==> src/rtl/accumulator_pkg.sv <==
// Shared types and width helpers for the accumulator drain path.
package accumulator_pkg;

  localparam int DEFAULT_SMALLEST_ELEMENT_WIDTH = 4;
  localparam int DATA_W = 4 * DEFAULT_SMALLEST_ELEMENT_WIDTH;

  typedef enum logic [1:0] {
    BW_4    = 2'd0,
    BW_8    = 2'd1,
    BW_16   = 2'd2,
    BW_RSVD = 2'd3
  } bitwidth_e;

  typedef enum logic [1:0] {
    IDLE  = 2'd0,
    RUN   = 2'd1,
    FLUSH = 2'd2
  } drain_state_e;

endpackage

==> src/rtl/acc_relu_lanes.sv <==
// Per-lane ReLU over a packed accumulator word; lane width follows the element bitwidth code.
module acc_relu_lanes
  import accumulator_pkg::*;
#(
  parameter int WIDTH = DATA_W
) (
  input  logic [WIDTH-1:0] data_i,
  input  bitwidth_e        bitwidth_i,
  output logic [WIDTH-1:0] data_o
);

  // Each bit is cleared when the sign bit of the lane containing it is set.
  for (genvar b = 0; b < WIDTH; b++) begin : g_bit
    localparam int M4  = (b / 4) * 4 + 3;
    localparam int M8  = (b / 8) * 8 + 7;
    localparam int M16 = (b / 16) * 16 + 15;
    logic neg;
    assign neg = (bitwidth_i == BW_4) ? data_i[M4] :
                 (bitwidth_i == BW_8) ? data_i[M8] : data_i[M16];
    assign data_o[b] = neg ? 1'b0 : data_i[b];
  end

endmodule

==> src/rtl/accumulator_drain.sv <==
// Streams every bank/entry of the read accumulator buffer over valid/ready.
// Optional per-lane ReLU on the output word when ACC_DRAIN_RELU_EN is defined.
module accumulator_drain
  import accumulator_pkg::*;
#(
  parameter int BUFFER_WIDTH           = 8,
  parameter int TILE_SIZE              = 256,
  parameter int SMALLEST_ELEMENT_WIDTH = 4,
  parameter int BANK_COUNT             = 256,
  localparam int WORD_W  = 4 * SMALLEST_ELEMENT_WIDTH,
  localparam int ENTRY_W = $clog2(BUFFER_WIDTH),
  localparam int BANK_W  = $clog2(TILE_SIZE)
) (
  input  logic               clk,
  input  logic               reset_n,
  input  logic               start,
  input  logic [1:0]         bitwidth,
  output logic               busy,
  output logic               done,
  output logic [ENTRY_W-1:0] acc_bank_entry,
  output logic [BANK_W-1:0]  acc_bank_read,
  input  logic [WORD_W-1:0]  acc_data_read,
  output logic [WORD_W-1:0]  out_data,
  output logic               out_valid,
  input  logic               out_ready,
  output logic               out_last
);

  localparam logic [BANK_W-1:0]  LAST_BANK  = BANK_W'(BANK_COUNT - 1);
  localparam logic [ENTRY_W-1:0] LAST_ENTRY = ENTRY_W'(BUFFER_WIDTH - 1);

  drain_state_e       state_q, state_d;
  logic [BANK_W-1:0]  bank_q, bank_d;
  logic [ENTRY_W-1:0] entry_q, entry_d;
  bitwidth_e          bw_q, bw_d;
  logic [WORD_W-1:0]  data_q, data_d;
  logic               valid_q, valid_d;
  logic               last_q, last_d;
  logic               done_q, done_d;
  logic [WORD_W-1:0]  word_f;
  logic               load;
  logic               final_addr;

`ifdef ACC_DRAIN_RELU_EN
  acc_relu_lanes #(.WIDTH(WORD_W)) u_relu (
    .data_i     (acc_data_read),
    .bitwidth_i (bw_q),
    .data_o     (word_f)
  );
`else
  logic bw_unused;
  assign word_f    = acc_data_read;
  assign bw_unused = ^bw_q;
`endif

  always_comb begin
    state_d    = state_q;
    bank_d     = bank_q;
    entry_d    = entry_q;
    bw_d       = bw_q;
    data_d     = data_q;
    valid_d    = valid_q;
    last_d     = last_q;
    done_d     = 1'b0;
    load       = (state_q == RUN) && (!valid_q || out_ready);
    final_addr = (bank_q == LAST_BANK) && (entry_q == LAST_ENTRY);

    case (state_q)
      IDLE: begin
        if (start) begin
          state_d = RUN;
          bank_d  = '0;
          entry_d = '0;
          bw_d    = bitwidth_e'(bitwidth);
        end
      end
      RUN: begin
        // Final address is held rather than wrapped; the last word drains in FLUSH.
        if (load) begin
          if (final_addr) begin
            state_d = FLUSH;
          end else if (entry_q == LAST_ENTRY) begin
            entry_d = '0;
            bank_d  = bank_q + 1'b1;
          end else begin
            entry_d = entry_q + 1'b1;
          end
        end
      end
      FLUSH: begin
        if (valid_q && out_ready) begin
          state_d = IDLE;
          done_d  = 1'b1;
        end
      end
      default: state_d = IDLE;
    endcase

    if (load) begin
      data_d  = word_f;
      valid_d = 1'b1;
      last_d  = final_addr;
    end else if (valid_q && out_ready) begin
      valid_d = 1'b0;
      last_d  = 1'b0;
    end
  end

  always_ff @(posedge clk or negedge reset_n) begin
    if (!reset_n) begin
      state_q <= IDLE;
      bank_q  <= '0;
      entry_q <= '0;
      bw_q    <= BW_4;
      data_q  <= '0;
      valid_q <= 1'b0;
      last_q  <= 1'b0;
      done_q  <= 1'b0;
    end else begin
      state_q <= state_d;
      bank_q  <= bank_d;
      entry_q <= entry_d;
      bw_q    <= bw_d;
      data_q  <= data_d;
      valid_q <= valid_d;
      last_q  <= last_d;
      done_q  <= done_d;
    end
  end

  assign busy           = (state_q != IDLE);
  assign done           = done_q;
  assign acc_bank_entry = entry_q;
  assign acc_bank_read  = bank_q;
  assign out_data       = data_q;
  assign out_valid      = valid_q;
  assign out_last       = last_q;

endmodule

==> config.mk <==
export PLATFORM = sky130hd
export DESIGN_NAME = accumulator_drain
export DESIGN_NICKNAME = d
export VERILOG_FILES = /design/src/rtl/accumulator_pkg.sv /design/src/rtl/acc_relu_lanes.sv /design/src/rtl/accumulator_drain.sv
export SDC_FILE = /design/constraint.sdc
export NUM_CORES = 1
export LEC_CHECK = 0
export ABC_AREA = 1
export CORE_UTILIZATION = 40
export CTS_BUF_LIST = sky130_fd_sc_hd__clkbuf_16
export DETAILED_ROUTE_END_ITERATION = 12
export GPL_TIMING_DRIVEN = 0
export PLACE_DENSITY_LB_ADDON = 0.3
export REMOVE_ABC_BUFFERS = 1
export SKIP_CTS_REPAIR_TIMING = 1
export SYNTH_ARGS = -nofsm -noshare
export SYNTH_HDL_FRONTEND = slang
export SYNTH_SLANG_ARGS = --single-unit
export TNS_END_PERCENT = 1
==> constraint.sdc <==
create_clock -name clk -period 1.5 [get_ports clk]
set_clock_uncertainty 0.2 [all_clocks]
set_input_delay 0.3 -clock clk [delete_from_list [all_inputs] [get_ports clk]]
set_output_delay 0.3 -clock clk [all_outputs]
set_load 0.02 [all_outputs]
==> results of run 1 <==
[synthesized netlist by cell type (all sizes together)]
master / n / area, um2
o21bai: 1 / 7.51
nor2: 18 / 105
dfrtp: 32 / 801
nand3: 9 / 55.1
o21ai: 5 / 25.0
buf: 2 / 18.8
nand2: 99 / 384
xor2: 1 / 8.76
nor3: 1 / 5.00
nand3b: 1 / 7.51
o211ai: 1 / 7.51
ha: 3 / 37.5
nor3b: 1 / 7.51
nand4: 4 / 31.3
inv: 13 / 48.8
[through the flow]
stage                     cells  setup slack (ns)
after floorplan             189            -0.198
after global placement      287            -0.726
after detailed placement    287            -0.457
after CTS                   295            -0.518
after global routing        300            -0.221
final                       300            -0.137
[power groups by stage]
stage	logic (W)	clock network [W]	registers (W)
floorplan	0.000949	0	0.00180
global placement	0.00222	0	0.00143
detailed placement	0.00227	0	0.00144
CTS	0.00227	0.000974	0.00143
global route	0.00256	0.00101	0.00149
finish	0.00232	0.000947	0.00144
[metal layers]
layer / vias to the layer above / track usage (%) / routed length (um)
met5: - / 0 / 0
met4: 0 / 7.50 / 58
met3: 6 / 3.75 / 107
met2: 29 / 33.3 / 1880
met1: 673 / 21.4 / 1620
li1: 715 / - / -
[worst max-delay path, cell delays in order, from the launching register on]
cell     delay, ns
dfrtp_1       0.43
ha_2          0.23
nand2_2       0.09
nor2_4        0.13
nand4_4       0.14
nand2_1       0.15
nor2_4        0.06
nand2_1       0.06
nand2_1       0.05
[state kept, by name (all words and copies together), names as in the netlist]
signal and flops:
done 1, out_data 16, state_q 2, acc_bank_entry 3, acc_bank_read 8, out_valid 1
out_last 1
[worst max-delay path by stage]
stage	to	slack (ns)
finish	acc_bank_read[5]	-0.14
global route	acc_bank_read[6]	-0.22
CTS	busy	-0.52
detailed placement	out_data[2]	-0.46
global placement	out_data[11]	-0.73
floorplan	acc_bank_read[3]	-0.20
[cells in the final DEF, fill, tap and decap left out, types with 5 or more instances in the layout]
cell,n
clkdlybuf4s50_1,18
nand3_1,7
dlymetal6s2s_1,28
clkbuf_16,5
inv_1,9
nand2_1,95
o21ai_0,5
nor2_4,6
dfrtp_1,30
nor2_1,12
[kinds of logic after synthesis]
family	after synthesis	share of synthesized area, %
compound gates	7	2.58
fa+ha+maj	3	2.42
xor+xnor	1	0.565
simple gates	133	38.4
buf+inv	15	4.36
flops	32	51.7
[area by class of cell]
class	instances	area (um2)	share of cell area, %
clock buffers	5	125	5.26
clock inverters	3	15.0	0.631
inverters	13	53.8	2.26
multi-input cells	144	726	30.5
flip-flops and latches	32	803	33.8
well taps	48	60.1	2.52
repair buffers	55	597	25.1
==> out/metrics.yaml, run 1 <==
yosys:
  ys_ff_latch: 32
  syn_area_um2: 1550
  ys.warnings.count: 0
  synth-seq-area-share_pct: 51.7
  postSynthCellCount: 191
  ys_types: 22
  syn_avg_cell_area_um2: 8.12
worst_hold_path:
  hold_class: "flop to flop"
  min-delay-start: "out_data[5]"
  min_to: "out_data[5]"
  hold_depth: 2
timing:
  final-setup-viol-count: 31
  final_max_slew_viol_count: 0
  finalHoldViolCount: 0
  whs_ns: 0.262
  timing.final.crit_share_pct: 109
  worst_slew_pin_slew_ns: 0.731
  rsz0062_at_grt: "yes"
  tns_ns: -2.46
  fin_crit_ns: 1.64
  max_freq_mhz: 611
  setup_slack_ns: -0.137
  slew_headroom_pct: 51.3
power_and_ir_drop:
  p_seq_share_pct: 30.6
  p_leak_nw: 1.49
  p_comb_share_pct: 49.3
  power_frac_clock_pct: 20.1
  ir_drop_v: 0.00110
  p_per_area_nw_per_um2: 1980
  total_power_w: 0.00471
  p_sw_share_pct: 41.6
  p_int_w: 0.00275
  power_switching_w: 0.00196
clock_network:
  cts_tree: "built"
  cts_made_buffers: 5
  cts_root_buffer: "clkbuf_16"
  clk_path_buf_depth: 2
  clk_pin_slew_ns: 0.05
  clock_latency_ns: 0.27
  cts_sinks: 32
  cts_htree_levels: 2
layout:
  drive_above_1_share_pct: 14.7
  fin_util_pct: 64.5
  areaGrowthSynthToFinish_pct: 53.5
  nets: 276
  num-fill-cells: 334
  diodes: 0
  fin_area_um2: 2380
route:
  drc_errors: 0
  drt_wl_total_mm: 3.67
  via_count: 1423
  drt_iter0_markers: 102
  wl_per_cell_um: 12.2
  antenna_left: 0
  dr.pass1.iters: 4
  drt-vias-per-instance: 4.74
placed_design:
  place_area_um2: 2090
  dp_hpwl_mm: 2.41
  io_buffer_count: 50
  place_congestion: 0.832
worst_setup_path:
  crit_fanout: 5
  cp.arrival_ns: 1.60
  cp-start-kind: "flop"
  worstSetupEndpointType: "flop"
  cp_data_required_time_ns: 1.47
  regToRegStartpoint: "acc_bank_read[0]"
  reg2reg_slack_ns: -0.14
  r2r_cells: 8
  startpoint: "acc_bank_read[0]"
  reg2reg_to: "acc_bank_read[5]"
  worstSetupPathType: "flop to flop"
floorplanning:
  row_count: 22
  io_pins: 53
  die_y_um: 64.3
  die_area_um2: 4130
  core_area_um2: 3690
  floorplan.initialDensity_pct: 42.0
  die_w_um: 64.3
status:
  run_status: "finished, violations left"
  violations: "setup timing"
global_routing:
  grt.overflow.total: 0
  grt_pass1_wl_mm: 5.91
  grt_pass1_vias: 1364
  grt_max_degree: 33
  grt.total_usage_pct: 18.6
  antenna_found_initial: 0
job:
  cap_violations: 0
Power figures use the tool's default switching activity.
==> run 2: changes to the inputs <==
--- a/config.mk
+++ b/config.mk
@@ -6,8 +6,10 @@
 export NUM_CORES = 1
 export LEC_CHECK = 0
 export ABC_AREA = 1
+export CAP_MARGIN = 20
 export CORE_UTILIZATION = 40
 export CTS_BUF_LIST = sky130_fd_sc_hd__clkbuf_16
+export CTS_CLUSTER_SIZE = 25
 export DETAILED_ROUTE_END_ITERATION = 12
 export GPL_TIMING_DRIVEN = 0
 export PLACE_DENSITY_LB_ADDON = 0.3
==> results of run 2 <==
The final DEF is identical to that of run 1; final timing and power are the same.
==> RTL edit 1 (config.mk and constraints of run 1) <==
Add a define of `ACC_DRAIN_RELU_EN`.
--- a/src/rtl/accumulator_drain.sv
+++ b/src/rtl/accumulator_drain.sv
@@ -1,4 +1,6 @@
 // Streams every bank/entry of the read accumulator buffer over valid/ready.
 // Optional per-lane ReLU on the output word when ACC_DRAIN_RELU_EN is defined.
+`define ACC_DRAIN_RELU_EN
+
 module accumulator_drain
   import accumulator_pkg::*;
Behaviour: not the same (a bounded check fails within 4 cycles, from zero or initial values and one cycle with reset_n low).
==> RTL edit 1 against run 1 <==
- the run ends with hold timing, setup timing left
- worst setup slack worse by 0.17 ns
- count of clock-buffer cells in the layout stayed put
- sequential share of layout area is 0.77 points lower
- non-clock buffer count is 1 lower
- sequential cell count is 1 higher
- global-route usage is 0.43 points higher
- design area is 5.5% higher
- power is 5.6% higher
- synthesized area is 6.6% higher
- fmax is 9.2% lower
- routed wire length is 6.6% higher
- critical path type is now flop to output port
==> RTL edit 1: results (changes against run 1) <==
Run status
  – Run status: complete, but fails checks
  – Violations in the final reports: hold timing, setup timing

Place
  – Final weighted congestion in routability-driven placement: 0.729 (-12%)
  – Detailed-placement wirelength estimate: 2690 um (+12%)
  – Placed standard-cell area: 2190 um2 (+4.7%)
  – PortBufs: 51 (+2.0%)

Pwr
  – Cell area power density: 1980 nW/um2 (+0.11%)
  – Worst VDD drop: 848 uV (-23%)
  – Leakage power total: 1.58 nW (+6.6%)

Cells and area
  – Total of fill cells in the finished design: 349 (+4.5%)
  – Number of flip-flops under the largest register name: 15 (-1)
  – Fraction of final layout cells sized beyond drive strength 1: 0.145 (-0.00179)

Synth
  – Synth cell count leaders: 80 x nand2_1, 33 x dfrtp_1, 17 x nand3_1
  – Post-synthesis sequential area ratio: 0.500 (-0.0169)
  – Netlist cell types: 25 (+14%)

Detailed routing
  – Detailed route wirelength on metal2: 1900 um (+1.2%)
  – Detail-routed via count per cell: 4.98 (+5.1%)
  – Number of DRC violations after detailed-routing iteration 0: 92 (-9.8%)
  – Detailed-route wire length per cell: 12.5 um (+2.5%)
  – Total routed wire length on the met1 layer: 1660 um (+2.8%)
  – Met3 wire length: 281 um (+160%)

Setup path
  – Termination of the worst setup path: acc_bank_entry[2]
  – Crit path max fanout: 3 (-2)
  – FF-to-FF Start: acc_bank_entry[0]
  – Worst path slowest cell: clkdlybuf4s50_1
  – Critical Path Max Stage Delay: 0.64 ns (+0.21 ns)
  – Terminus of the critical flop-to-flop path: acc_bank_read[4]
  – Cell count of the worst reg-to-reg path: 9 (+1)
  – First element of the critical path: acc_bank_entry[2]
  – Register-to-register path setup slack: -0.25 ns (-0.11 ns)
  – Cell family with most CP delay: buffers and inverters

Global route
  – Largest net degree at the start of global routing: 34 (+3.0%)
  – First-pass GRT wire length: 6010 um (+1.6%)
  – Via count of the first global-routing pass: 1297 (-4.9%)

STA
  – Worst slew margin: 0.516 (+0.00255)
  – Total Negative Setup Slacks: -2.89 ns (-0.431 ns)
  – Final setup viols: 14 (-55%)
  – Number of hold violations in the final report: 33 (+33)
  – Final-layout worst hold slack: -0.121 ns (-0.383 ns)
  – Final setup margin: -0.304 ns (-0.167 ns)
## RTL edit 1: cells by family after synthesis
logic type      Yosys count  share of synthesized area
flops                    33                      0.500
fa+ha+maj                 3                     0.0227
buf+inv                  21                     0.0659
other cells               1                    0.00227
compound gates           20                     0.0628
simple gates            126                      0.347
## RTL edit 1: routing by layer
metal  up-vias  global-route usage
met5         -                   0
met4         0              0.0718
met3         7              0.0672
met2        42               0.310
met1       730               0.229
li1        776                   -
## RTL edit 1: stage by stage
step | power (mW) | utilization | instances | setup WS, ns
global route | 5.30 | 0.632 | 312 | -0.372
CTS | 4.94 | 0.598 | 309 | -0.544
global placement | 3.54 | 0.552 | 301 | -0.773
floorplan | 2.68 | - | 200 | -0.246
finish | 4.97 | 0.632 | 312 | -0.304
detailed placement | 3.59 | 0.550 | 301 | -0.553
## RTL edit 1: report_power, final
part	leakage, nW	internal [mW]	total (mW)	switching, mW
Clock	0.0938	0.948	1.32	0.373
Sequential	0.430	1.22	1.45	0.236
Combinational	1.06	0.878	2.20	1.32
Total	1.58	3.04	4.97	1.93
## RTL edit 1: final cells by class
| cell class | instances | share of cell area |
|---|---|---|
| Clock buffer | 5 | 0.0498 |
| Clock inverter | 3 | 0.0259 |
| Inverter | 17 | 0.0314 |
| Multi-Input combinational cell | 150 | 0.308 |
| Sequential cell | 33 | 0.330 |
| Tap cell | 50 | 0.0249 |
| Timing Repair Buffer | 54 | 0.230 |
==> RTL edit 2 (flow settings as in run 1) <==
Without the edit above. Re-encode `drain_state_e` (3 states) as one-hot, 3 bits wide.
--- a/src/rtl/accumulator_pkg.sv
+++ b/src/rtl/accumulator_pkg.sv
@@ -12,8 +12,8 @@
   } bitwidth_e;
 
-  typedef enum logic [1:0] {
-    IDLE  = 2'd0,
-    RUN   = 2'd1,
-    FLUSH = 2'd2
+  typedef enum logic [2:0] {
+    IDLE  = 3'b001,
+    RUN   = 3'b010,
+    FLUSH = 3'b100
   } drain_state_e;
 
Function: no difference found for any inputs over 10 cycles, from zero or initial values and one cycle with reset_n low; not proved beyond that.
==> RTL edit 2 against run 1 <==
- the run still ends with setup timing left
- synthesized area up 7.3%
- highest routed layer unchanged
- sequential cell count up 1
- routed wire length down 9.3%
- count of clock-buffer cells in the layout unchanged
- non-clock buffer count down 4
- largest power group unchanged
- power down 10%
- design area up 2.1%
- die area up 7.1%
- worst setup slack worse by 0.091 ns
- sequential power down 7%
==> RTL edit 2: results (changes against run 1) <==
Detailed routing
  – Met3 wire length: 239 um (+120%)
  – Detailed-route wire length per cell: 11.1 um (-9.0%)
  – Number of DRC violations after detailed-routing iteration 0: 59 (-42%)
  – Detailed route wirelength on metal2: 1570 um (-17%)
  – Total iterations of the first detailed-routing run: 4 (unchanged)
  – Via count: 1409 (-0.98%)
  – Total routed wire length on the met1 layer: 1450 um (-10%)
  – Uppermost metal layer occupied by signal nets: met4

Setup path
  – Cell count of the worst reg-to-reg path: 10 (+2)
  – Worst path slowest cell: dfstp_2
  – Data arrival, critical path: 1.23 ns (-0.37 ns)
  – Register-to-register path setup slack: -0.15 ns
  – Terminus of the critical flop-to-flop path: acc_bank_read[6]
  – Critical Path Max Stage Delay: 0.57 ns (+0.14 ns)
  – FF-to-FF Start: acc_bank_entry[0]
  – Crit path max fanout: 4 (-1)

STA
  – Final setup margin: -0.228 ns (-0.0914 ns)
  – Total Negative Setup Slacks: -2.15 ns (+0.307 ns)
  – Final setup viols: 32 (+3.2%)
  – Final-layout worst hold slack: 0.261 ns (-0.00180 ns)
  – Pin slew with the least headroom to its limit: 0.730 ns (-0.000842 ns)

Synth
  – Warnings from Yosys: 0 (unchanged)
  – Netlist cell types: 25 (+14%)
  – Cell types with the largest area share after synthesis: dfrtp_1 48%, nand2_1 18%, nand3_1 7.2%
  – Ys async rst share: 1.00 (unchanged)
  – Synth cell count leaders: 79 x nand2_1, 32 x dfrtp_1, 24 x nand3_1
  – Post-synthesis sequential area ratio: 0.497 (-0.0196)

Place
  – Worst slack at placement: -0.410 ns (+0.0467 ns)
  – Placed standard-cell area: 2200 um2 (+5.5%)
  – Detailed-placement wirelength estimate: 2280 um (-5.7%)
  – Final weighted congestion in routability-driven placement: 0.779 (-6.3%)
  – PortBufs: 50 (unchanged)

Worst hold path
  – Endpoint of the worst hold-timing path: out_data[10]
  – Hold WC Path Type: flop to flop
  – Hold Path Origin: out_data[10]
  – Worst hold path cell count: 2 (unchanged)

CTS
  – TritonCTS buffer count: 5 (unchanged)
  – Number of buffers on the longest clock path: 2 (unchanged)
  – Clock insertion delay at the later pin of the skew report: 0.28 ns
  – Root Buffer: clkbuf_16
  – H-tree levels: 2 (unchanged)
  – CTS clk-pin slew, worst paths: 0.05 ns (about the same)

Cells and area
  – Fraction of final layout cells sized beyond drive strength 1: 0.120 (-0.0263)
  – Number of nets in the layout: 274 (-0.72%)
  – Number of flip-flops under the largest register name: 16 (unchanged)

Global route
  – Via count of the first global-routing pass: 1328 (-2.6%)
  – Largest net degree at the start of global routing: 34 (+3.0%)
  – Total Routing Usage GR: 0.178 (-0.00773)
  – First-pass GRT wire length: 5740 um (-2.9%)

Run status
  – Violations in the final reports: setup timing
  – Run status: complete, but fails checks

Pwr
  – Leakage power total: 1.62 nW (+9.1%)
  – Worst VDD drop: 983 uV (-11%)
[RTL edit 2: cell count changes after synthesis, sizes merged, moves of 2 or more]
cell | before | now
nand3 | 9 | 25
inv | 13 | 16
nor2 | 18 | 12
o21ai | 5 | 0
xor2 | 1 | 3
a21oi | 0 | 2
nand2 | 99 | 86
[RTL edit 2: area by class of cell]
cell class	count	area, um2
repair buffers	51	568
flip-flops and latches	33	827
clock buffers	5	125
inverters	17	76.3
well taps	50	62.6
multi-input cells	141	763
fillers	352	1570
clock inverters	2	7.51
[RTL edit 2: how the worst max path moves through the flow]
stage	start	endpoint	slack (ns)	cells past startpoint
finish	state_q[0]	busy	-0.23	2
global route	acc_bank_entry[0]	acc_bank_read[7]	-0.27	10
CTS	state_q[0]	busy	-0.72	2
detailed placement	state_q[0]	busy	-0.41	2
global placement	reset_n	out_data[8]	-0.74	1
floorplan	acc_bank_entry[0]	acc_bank_read[3]	-0.28	10
[RTL edit 2: per-stage QoR]
stage	power (mW)	cells
6_report	4.22	299
2_1_floorplan	2.63	191
4_1_cts	4.35	298
5_1_grt	4.52	299
3_5_place_dp	3.38	291
3_3_place_gp	3.36	291
[RTL edit 2: cell families (layout without fill, tap and decap cells)]
group | count (synthesis) | count (layout) | share of synthesized area
buffers and inverters | 20 | 75 | 0.0579
XOR/XNOR | 4 | 4 | 0.0211
AND/OR/NAND/NOR | 131 | 131 | 0.392
flip-flops | 33 | 33 | 0.497
AO/OA/AOI/OAI | 3 | 3 | 0.00978
adder cells (fa/ha/maj) | 3 | 3 | 0.0226
[RTL edit 2: where the power goes]
group	switching (mW)	internal (mW)	leakage, nW
combinational	1.20	0.747	1.12
sequential	0.169	1.18	0.433
clock	0.340	0.592	0.0685
total	1.71	2.51	1.62
[RTL edit 2: per-layer routing]
metal  track usage  vias to the layer above
met3        0.0736                        7
met4        0.0878                        0
li1              -                      725
met2         0.295                       41
met1         0.196                      636
met5             0                        -
[RTL edit 2: critical path, delay by kind of cell, from the launching register on]
family / cells / cell delay, ns
simple gates: 1 / 0.17
flops: 1 / 0.57
buf+inv: 1 / 0.21
